`config.mk`:
```
export PLATFORM = sky130hd
export DESIGN_NAME = seg7_scan_ctrl
export DESIGN_NICKNAME = d
export VERILOG_FILES = /design/src/rtl/seg7_scan_ctrl.sv
export SDC_FILE = /design/constraint.sdc
export NUM_CORES = 1
export LEC_CHECK = 0
export ABC_AREA = 1
export BUFFER_PORTS_ARGS = -buffer_cell sky130_fd_sc_hd__buf_2
export CAP_MARGIN = 30
export CORE_AREA = 2 2 72 125
export DETAILED_ROUTE_END_ITERATION = 10
export DIE_AREA = 0 0 74 127
export PLACE_DENSITY = 0.78
export SLEW_MARGIN = 10
export SYNTH_ARGS = -nofsm -noshare
export SYNTH_HDL_FRONTEND = slang
export SYNTH_SLANG_ARGS = --single-unit
```
`constraint.sdc`:
```
create_clock -name clk -period 2.9 [get_ports clk]
set_input_delay 0.58 -clock clk [delete_from_list [all_inputs] [get_ports clk]]
set_output_delay 0.58 -clock clk [all_outputs]
set_load 0.005 [all_outputs]
```
`src/rtl/seg7_scan_ctrl.sv`:
```
// Multiplexed N-digit 7-segment scan driver with frame-synchronous double buffering.
// Slot outputs are registered one clk behind the prescaler/index state; frame_done marks the commit cycle.
module seg7_scan_ctrl #(
  parameter int NUM_DIG        = 6,
  parameter int SCAN_DIV       = 1024,
  parameter int BLANK_CYC      = 16,
  parameter int SEL_ACTIVE_LOW = 1,
  parameter int SEG_ACTIVE_LOW = 1,
  parameter int LZB            = 0
) (
  input  logic                   clk,
  input  logic                   rst_n,
  input  logic                   en,
  input  logic                   load,
  input  logic [4*NUM_DIG-1:0]   data_in,
  input  logic [NUM_DIG-1:0]     dp_in,
  input  logic [NUM_DIG-1:0]     blank_in,
  output logic [NUM_DIG-1:0]     sel,
  output logic [7:0]             dig,
  output logic                   frame_done
);

  localparam int PW = $clog2(SCAN_DIV);
  localparam int IW = $clog2(NUM_DIG);
  localparam logic [PW-1:0] PRESC_MAX = PW'(SCAN_DIV - 1);
  localparam logic [PW-1:0] BLANK_END = PW'(BLANK_CYC);
  localparam logic [IW-1:0] IDX_MAX   = IW'(NUM_DIG - 1);
  localparam logic [NUM_DIG-1:0] SEL_OFF = (SEL_ACTIVE_LOW != 0) ? {NUM_DIG{1'b1}} : {NUM_DIG{1'b0}};
  localparam logic [7:0] SEG_OFF = (SEG_ACTIVE_LOW != 0) ? 8'hFF : 8'h00;

  logic [PW-1:0]        presc;
  logic [IW-1:0]        idx;
  logic [4*NUM_DIG-1:0] pend_data, shd_data;
  logic [NUM_DIG-1:0]   pend_dp, pend_blank, shd_dp, shd_blank;
  logic                 pend_v;
  logic                 boundary;

  logic [3:0]           cur_nib;
  logic                 cur_dp, cur_blank, lead_zero;
  logic [NUM_DIG-1:0]   sel_on;
  logic [7:0]           seg_low, dig_next;

  function automatic logic [6:0] hex7(input logic [3:0] v);
    case (v)
      4'h0: hex7 = 7'h40;  4'h1: hex7 = 7'h79;  4'h2: hex7 = 7'h24;  4'h3: hex7 = 7'h30;
      4'h4: hex7 = 7'h19;  4'h5: hex7 = 7'h12;  4'h6: hex7 = 7'h02;  4'h7: hex7 = 7'h78;
      4'h8: hex7 = 7'h00;  4'h9: hex7 = 7'h10;  4'hA: hex7 = 7'h08;  4'hB: hex7 = 7'h03;
      4'hC: hex7 = 7'h46;  4'hD: hex7 = 7'h21;  4'hE: hex7 = 7'h06;  default: hex7 = 7'h0E;
    endcase
  endfunction

  assign boundary   = en && (idx == IDX_MAX) && (presc == PRESC_MAX);
  assign frame_done = boundary;

  // Digit 0 is leftmost and lives in the top nibble/bit; lead_zero tracks "all digits so far are 0".
  always_comb begin
    cur_nib   = 4'h0;
    cur_dp    = 1'b0;
    cur_blank = 1'b1;
    lead_zero = 1'b1;
    sel_on    = SEL_OFF;
    for (int i = 0; i < NUM_DIG; i++) begin
      if (shd_data[4*(NUM_DIG-1-i) +: 4] != 4'h0) lead_zero = 1'b0;
      if (IW'(i) == idx) begin
        cur_nib   = shd_data[4*(NUM_DIG-1-i) +: 4];
        cur_dp    = shd_dp[NUM_DIG-1-i];
        cur_blank = shd_blank[NUM_DIG-1-i] | ((LZB != 0) && lead_zero && (i != NUM_DIG-1));
        sel_on[NUM_DIG-1-i] = ~SEL_OFF[NUM_DIG-1-i];
      end
    end
    seg_low  = cur_blank ? 8'hFF : {~cur_dp, hex7(cur_nib)};
    dig_next = (SEG_ACTIVE_LOW != 0) ? seg_low : ~seg_low;
  end

  always_ff @(posedge clk or negedge rst_n) begin
    if (!rst_n) begin
      presc      <= '0;
      idx        <= '0;
      sel        <= SEL_OFF;
      dig        <= SEG_OFF;
      pend_data  <= '0;
      pend_dp    <= '0;
      pend_blank <= '1;
      pend_v     <= 1'b0;
      shd_data   <= '0;
      shd_dp     <= '0;
      shd_blank  <= '1;
    end else begin
      if (!en) begin
        presc <= '0;
        idx   <= '0;
        sel   <= SEL_OFF;
        dig   <= SEG_OFF;
      end else begin
        if (presc == PRESC_MAX) begin
          presc <= '0;
          idx   <= (idx == IDX_MAX) ? '0 : idx + 1'b1;
        end else begin
          presc <= presc + 1'b1;
        end
        if (presc < BLANK_END) begin
          sel <= SEL_OFF;
          dig <= SEG_OFF;
        end else begin
          sel <= sel_on;
          dig <= dig_next;
        end
      end

      // A load landing on the commit cycle bypasses pending so it is not delayed a whole frame.
      if (load) begin
        if (boundary) begin
          shd_data  <= data_in;
          shd_dp    <= dp_in;
          shd_blank <= blank_in;
          pend_v    <= 1'b0;
        end else begin
          pend_data  <= data_in;
          pend_dp    <= dp_in;
          pend_blank <= blank_in;
          pend_v     <= 1'b1;
        end
      end else if (boundary && pend_v) begin
        shd_data  <= pend_data;
        shd_dp    <= pend_dp;
        shd_blank <= pend_blank;
        pend_v    <= 1'b0;
      end
    end
  end

endmodule
```
==> metrics.cfg, run 1 <==
[placement]
post_dp_cell_area_sq_um = 5091
io_buffers = 54
dp_hpwl_um = 6792
place_ws_ns = 0.5573
gp_congestion = 0.9462

[synthesis]
synth.yosys.warnings = 0
yosys.area.top_type = dfrtp_1
synth_cells = 580
syn_area_sq_um = 4762
syn_area_per_cell_sq_um = 8.210
synthMuxAreaShare_pct = 0
synth_edf_count = 0
synth.most_common_cell = nand2_1
synth_fa_ha_area_share_pct = 1.576
synth_top_family_by_area = simple AND/OR/NAND/NOR gates
synth_compound_area_share_pct = 15.19
ys_ff_latch = 100
synth-main-ff-cell = dfrtp_1
ys_top_cells_by_count = 165 x nand2_1, 115 x o21ai_0, 74 x dfrtp_1
synth_xor_area_share_pct = 0.3678
synthTopCellsByArea = dfrtp_1 39%, dfstp_2 14%, nand2_1 13%
synth_top_area_share_pct = 38.89
synthSimpleGateAreaFrac_pct = 21.47
ys_async_sr_fraction_pct = 100.0
synth_nets = 626
ys_seq_area_share_pct = 53.23
synth_cell_types = 33

[clock_tree]
ctsHoldBuffers = 0
clockRootBuffer = clkbuf_16
cts_tree = built
cts_made_buffers = 9
cts.reportedPaths.clkPinSlew_ns = 0.06
clock_latency_ns = 0.34
ctsHtreeMaxLevel = 3
clockBufferDepth = 2
cts_sinks = 100
cts_resized = 0
cts_setup_buffers = 0

[die]
coreArea_sq_um = 8313
die_w_um = 74
rows = 44
initial_core_util_pct = 57.28
die_h_um = 127
ios = 55
dieArea_sq_um = 9398

[cells_and_area]
nets = 670
layout-drive-gt1-share_pct = 17.97
final_area_sq_um = 5434
antenna_cells = 0
area_delta_synth_final_pct = 14.11

[timing]
slew-limit-headroom_pct = 61.46
fin_ws_ns = 0.2900
rsz0062_at_grt = false
hold_viol = 0
finalCriticalPeriod_ns = 2.610
fin_skew_ns = 0.009111
setup-tns-final_ns = 0
slew_violations = 0
post-route-period-util_pct = 90.00
worst_slew_pin_slew_ns = 0.5782
fmax_mhz = 383.1
setup_violations = 0
hold_ws_ns = 0.1031

[hold_path]
hold_class = input port to asynchronous set/reset pin

[outcome]
status = finished clean

[power]
ir_drop_mv = 0.3575
power.density_nw_per_um2 = 565.7
total_power_w = 0.003074
leakage_nw = 2.588

[global_routing]
grt_pass1_vias = 3773
grt_max_degree = 85
track_usage_pct = 22.64
grt_antenna_before_repair = 0
grt_first_pass_wirelength_um = 16700
grt.overflow.total = 0

[critical_path]
endpoint_kind = primary output
critPathMaxFanout = 5
crit_type = register to primary output
required_ns = 2.32
arrival_ns = 2.03
worstSetupStartpointType = register

[detailed_routing]
postRouteAntennaNets = 0
first_iter_violations = 232
routedWlPerCell_um = 12.80
drt-pass1-iter-count = 5
drc = 0
wl_um = 9522
viasPerCell = 5.261
num_vias = 3914

[flow_run]
maxCapViolCount = 0

routing by layer:
metal	share of wire (%)	track usage, %	wire (um)
met1	43	29.08	4065
met3	4.7	4.180	446
met4	2.8	10.37	270
met5	0	0	0
met2	50	36.66	4739
power by group:
group	internal (W)	switching [W]	leakage, nW	total (W)
logic	0.0000779	0.000138	1.19	0.000216
registers	0.00147	0.0000365	1.23	0.00151
clock network	0.000863	0.000489	0.169	0.00135
total	0.00241	0.000663	2.59	0.00307
state kept, by name (all words and copies together) (netlist names):
register    flops
shd_dp          6
pend_data      24
pend_blank      6
pend_dp         6
shd_data       24
pend_v          1
presc          10
sel             6
shd_blank       6
idx             3
dig             8
cells in the final DEF (no fill, tap or decap), types with 4 or more instances in the layout:
cell / count
dfrtp_1: 74
nor2_1: 32
inv_1: 59
a21oi_1: 13
clkbuf_16: 9
ha_1: 6
nand2_1: 165
dfstp_2: 26
buf_2: 53
o21ai_1: 4
o21ai_0: 115
nand4_1: 6
buf_4: 7
nand3_1: 30
nor3_1: 4
worst paths after layout:
kind | from | endpoint | slack (ns) | depth (start not counted)
setup / recovery | presc[0] | frame_done | 0.29 | 9
hold / removal | rst_n | pend_data[22] | 0.10 | 1
setup reg to reg | idx[1] | shd_data[14] | 0.49 | 9
hold reg to reg | presc[0] | presc[0] | 0.48 | 1
max in group asynchronous | rst_n | shd_blank[2] | 2.09 | 2
min in group clk | presc[0] | presc[0] | 0.48 | 1
through the flow:
step	cells	util, %
global placement	728	61.24
finish	744	65.37
CTS	744	65.37
global route	744	65.37
detailed placement	728	61.24
floorplan	580	-
layout make-up:
class                      instances  area [sq um]
clock buffer                      11         242.7
clock inverter                     5         100.1
fill                             686          2879
inverter                          61         229.0
multi-input combinational        391          1846
sequential                       100          2535
tap                              115         143.9
timing repair buffer              61         337.8
worst max-delay path: stages (launching register included):
cell and delay (ns):
dfrtp_1 0.38, ha_1 0.22, nand3_2 0.12, nor2_2 0.15, nand2_1 0.07, nor2_1 0.14, and3_2 0.24, nand3_4 0.10
nor2_1 0.14, buf_2 0.13
kinds of logic after synthesis:
| family | count (synthesis) |
|---|---|
| adder cells (fa/ha/maj) | 6 |
| buffers and inverters | 89 |
| XOR/XNOR | 2 |
| AND/OR/NAND/NOR | 244 |
| flip-flops | 100 |
| AO/OA/AOI/OAI | 139 |
Power figures use the tool's default switching activity.
==> run 2, diff against run 1 <==
--- a/config.mk
+++ b/config.mk
@@ -11,6 +11,7 @@
 export CORE_AREA = 2 2 72 125
 export DETAILED_ROUTE_END_ITERATION = 10
 export DIE_AREA = 0 0 74 127
+export MAX_ROUTING_LAYER = met4
 export PLACE_DENSITY = 0.78
 export SLEW_MARGIN = 10
 export SYNTH_ARGS = -nofsm -noshare
==> constraint.sdc (replaced) <==
create_clock -name clk -period 2.65 [get_ports clk]
set_input_delay 0.53 -clock clk [delete_from_list [all_inputs] [get_ports clk]]
set_output_delay 0.53 -clock clk [all_outputs]
set_load 0.005 [all_outputs]
==> metrics.cfg, run 2 (same netlist as run 1, synthesis figures left out) <==
[detailed_routing]
routedWlPerCell_um = 12.55  ; was 12.80 um
num_vias = 3850  ; was 3914
postRouteAntennaNets = 0  ; unchanged
drc = 0  ; unchanged
drt-pass1-iter-count = 6  ; was 5
viasPerCell = 5.189  ; was 5.261
wl_um = 9311  ; was 9522 um
first_iter_violations = 279  ; was 232

[critical_path]
crit_type = register to primary output  ; unchanged
worstSetupStartpointType = register  ; unchanged
path_common_cell = nor2_2  ; was nor2_1
crit_path_max_incr_delay_ns = 0.37  ; was 0.38 ns
crit_start = presc[0]  ; unchanged
cp_num_buf_inv = 1  ; unchanged
endpoint = frame_done  ; unchanged
cp.depth = 9  ; unchanged
rrSetupSlack_ns = 0.36  ; was 0.49 ns
reg2reg_to = dig[3]  ; was shd_data[14]
required_ns = 2.12  ; was 2.32 ns
r2r.worst_path.cells = 12  ; was 9
r2r_start = idx[2]  ; was idx[1]
endpoint_kind = primary output  ; unchanged
arrival_ns = 1.94  ; was 2.03 ns
critPathMaxFanout = 5  ; unchanged
slowest_stage = dfrtp_1  ; unchanged
crit_chain = ha_2, nand3_2, nor2_4, nand2_1, nor2_2, and3_2, nand3_4, nor2_2, buf_2  ; was ha_1, nand3_2, nor2_2, nand2_1, nor2_1, and3_2, nand3_4, nor2_1, buf_2
path_delay_family = simple AND/OR/NAND/NOR gates  ; unchanged

[timing]
finalCriticalPeriod_ns = 2.466
hold_viol = 0  ; unchanged
slew_violations = 0  ; unchanged
slew-limit-headroom_pct = 52.60  ; was 61.46%
rsz0062_at_grt = false  ; unchanged
setup-tns-final_ns = 0  ; unchanged
setup_violations = 0  ; unchanged
fin_skew_ns = 0.006348  ; was 0.009111 ns
worst_slew_pin_slew_ns = 0.7083  ; was 0.5782 ns
post-route-period-util_pct = 93.07
fmax_mhz = 405.5

[power]
ir_drop_mv = 0.3943  ; was 0.3575 mV
power.density_nw_per_um2 = 588.1  ; was 565.7 nW/um^2
total_power_w = 0.003190  ; was 0.003074 W
leakage_nw = 2.569  ; was 2.588 nW

[global_routing]
grt.overflow.total = 0  ; unchanged
grt_antenna_before_repair = 0  ; unchanged
grt_pass1_vias = 3671  ; was 3773
grt_first_pass_wirelength_um = 16330  ; was 16700 um
grt_max_degree = 87  ; was 85
track_usage_pct = 22.95  ; was 22.64%

[clock_tree]
ctsHtreeMaxLevel = 3  ; unchanged
cts_setup_buffers = 0  ; unchanged
clockRootBuffer = clkbuf_16  ; unchanged
clock_latency_ns = 0.34  ; about the same
ctsHoldBuffers = 0  ; unchanged
cts_sinks = 100  ; unchanged
cts.reportedPaths.clkPinSlew_ns = 0.07  ; was 0.06 ns
cts_tree = built  ; unchanged
cts_made_buffers = 9  ; unchanged
clockBufferDepth = 2  ; unchanged

[placement]
post_dp_cell_area_sq_um = 5109  ; was 5091 sq um
dp_cells = 727  ; was 728
gp_congestion = 0.9471  ; was 0.9462
io_buffers = 54  ; unchanged
dp_hpwl_um = 6483  ; was 6792 um

[die]
dieArea_sq_um = 9398  ; unchanged
ios = 55  ; unchanged
coreArea_sq_um = 8313  ; unchanged
rows = 44  ; unchanged
initial_core_util_pct = 57.28  ; unchanged
die_w_um = 74  ; unchanged
die_h_um = 127  ; unchanged

[flow_run]
maxCapViolCount = 0  ; unchanged

[cells_and_area]
final_common_cell = nand2_1  ; unchanged
final_area_sq_um = 5424  ; was 5434 sq um
largestRegisters = pend_data: 24 flops, shd_data: 24 flops, presc: 10 flops  ; unchanged
fillers = 678  ; was 686
area_delta_synth_final_pct = 13.90  ; was 14.11%
mostFrequentLayoutCells = 165 x nand2_1, 115 x o21ai_0, 74 x dfrtp_1  ; unchanged
layoutNonFillerInstCount = 742  ; was 744
nets = 669  ; was 670
layout-drive-gt1-share_pct = 18.18  ; was 17.97%
antenna_cells = 0  ; unchanged

[outcome]
status = finished clean  ; unchanged

[hold_path]
hold_class = input port to asynchronous set/reset pin  ; unchanged

==> run 2: area by class of cell <==
class	count	area [sq um]	share of cell area (%)
sequential	100	2535	46.74
multi-input combinational	391	1858	34.26
timing repair buffer	60	355.3	6.551
clock buffer	12	256.5	4.729
inverter	61	229.0	4.221
tap	115	143.9	2.653
clock inverter	3	46.29	0.8535
==> run 2: worst min path at each step <==
stage                           to  slack, ns  cells past startpoint  startpoint
after floorplan             idx[0]       0.23                      0       rst_n
after global placement    presc[5]       0.39                      1       rst_n
after detailed placement  presc[5]       0.40                      1       rst_n
after CTS                 presc[2]       0.03                      1       rst_n
after global routing      presc[2]       0.03                      1       rst_n
final                     presc[5]       0.03                      1       rst_n
==> run 2: layer usage <==
metal / global-route usage [%] / vias to the layer above / share of wire [%]
met5: - / - / 0
met4: 11.23 / 0 / 3.9
met3: 5.047 / 30 / 4.4
met2: 33.88 / 111 / 48
met1: 29.86 / 1756 / 44
li1: - / 1953 / -
==> run 2: repair_timing <==
item                                    in CTS  in global routing
hold endpoints to repair                     0                  0
endpoints found under the setup margin       0                  1
resized for setup                            0                  4
==> run 2: power breakdown <==
part           switching (W)  internal (W)
Clock               0.000527      0.000779
Sequential         0.0000389       0.00161
Combinational       0.000150     0.0000860
Total               0.000716       0.00247
==> run 2: stage by stage <==
stage | util (%) | hold slack (ns) | worst slack, ns
finish | 65.25 | 0.02912 | 0.1837
global route | 65.25 | 0.03299 | 0.01069
CTS | 65.10 | 0.03007 | 0.07028
detailed placement | 61.45 | 0.3984 | 0.3987
global placement | 61.45 | 0.3947 | 0.4508
floorplan | - | 0.2344 | 0.5514
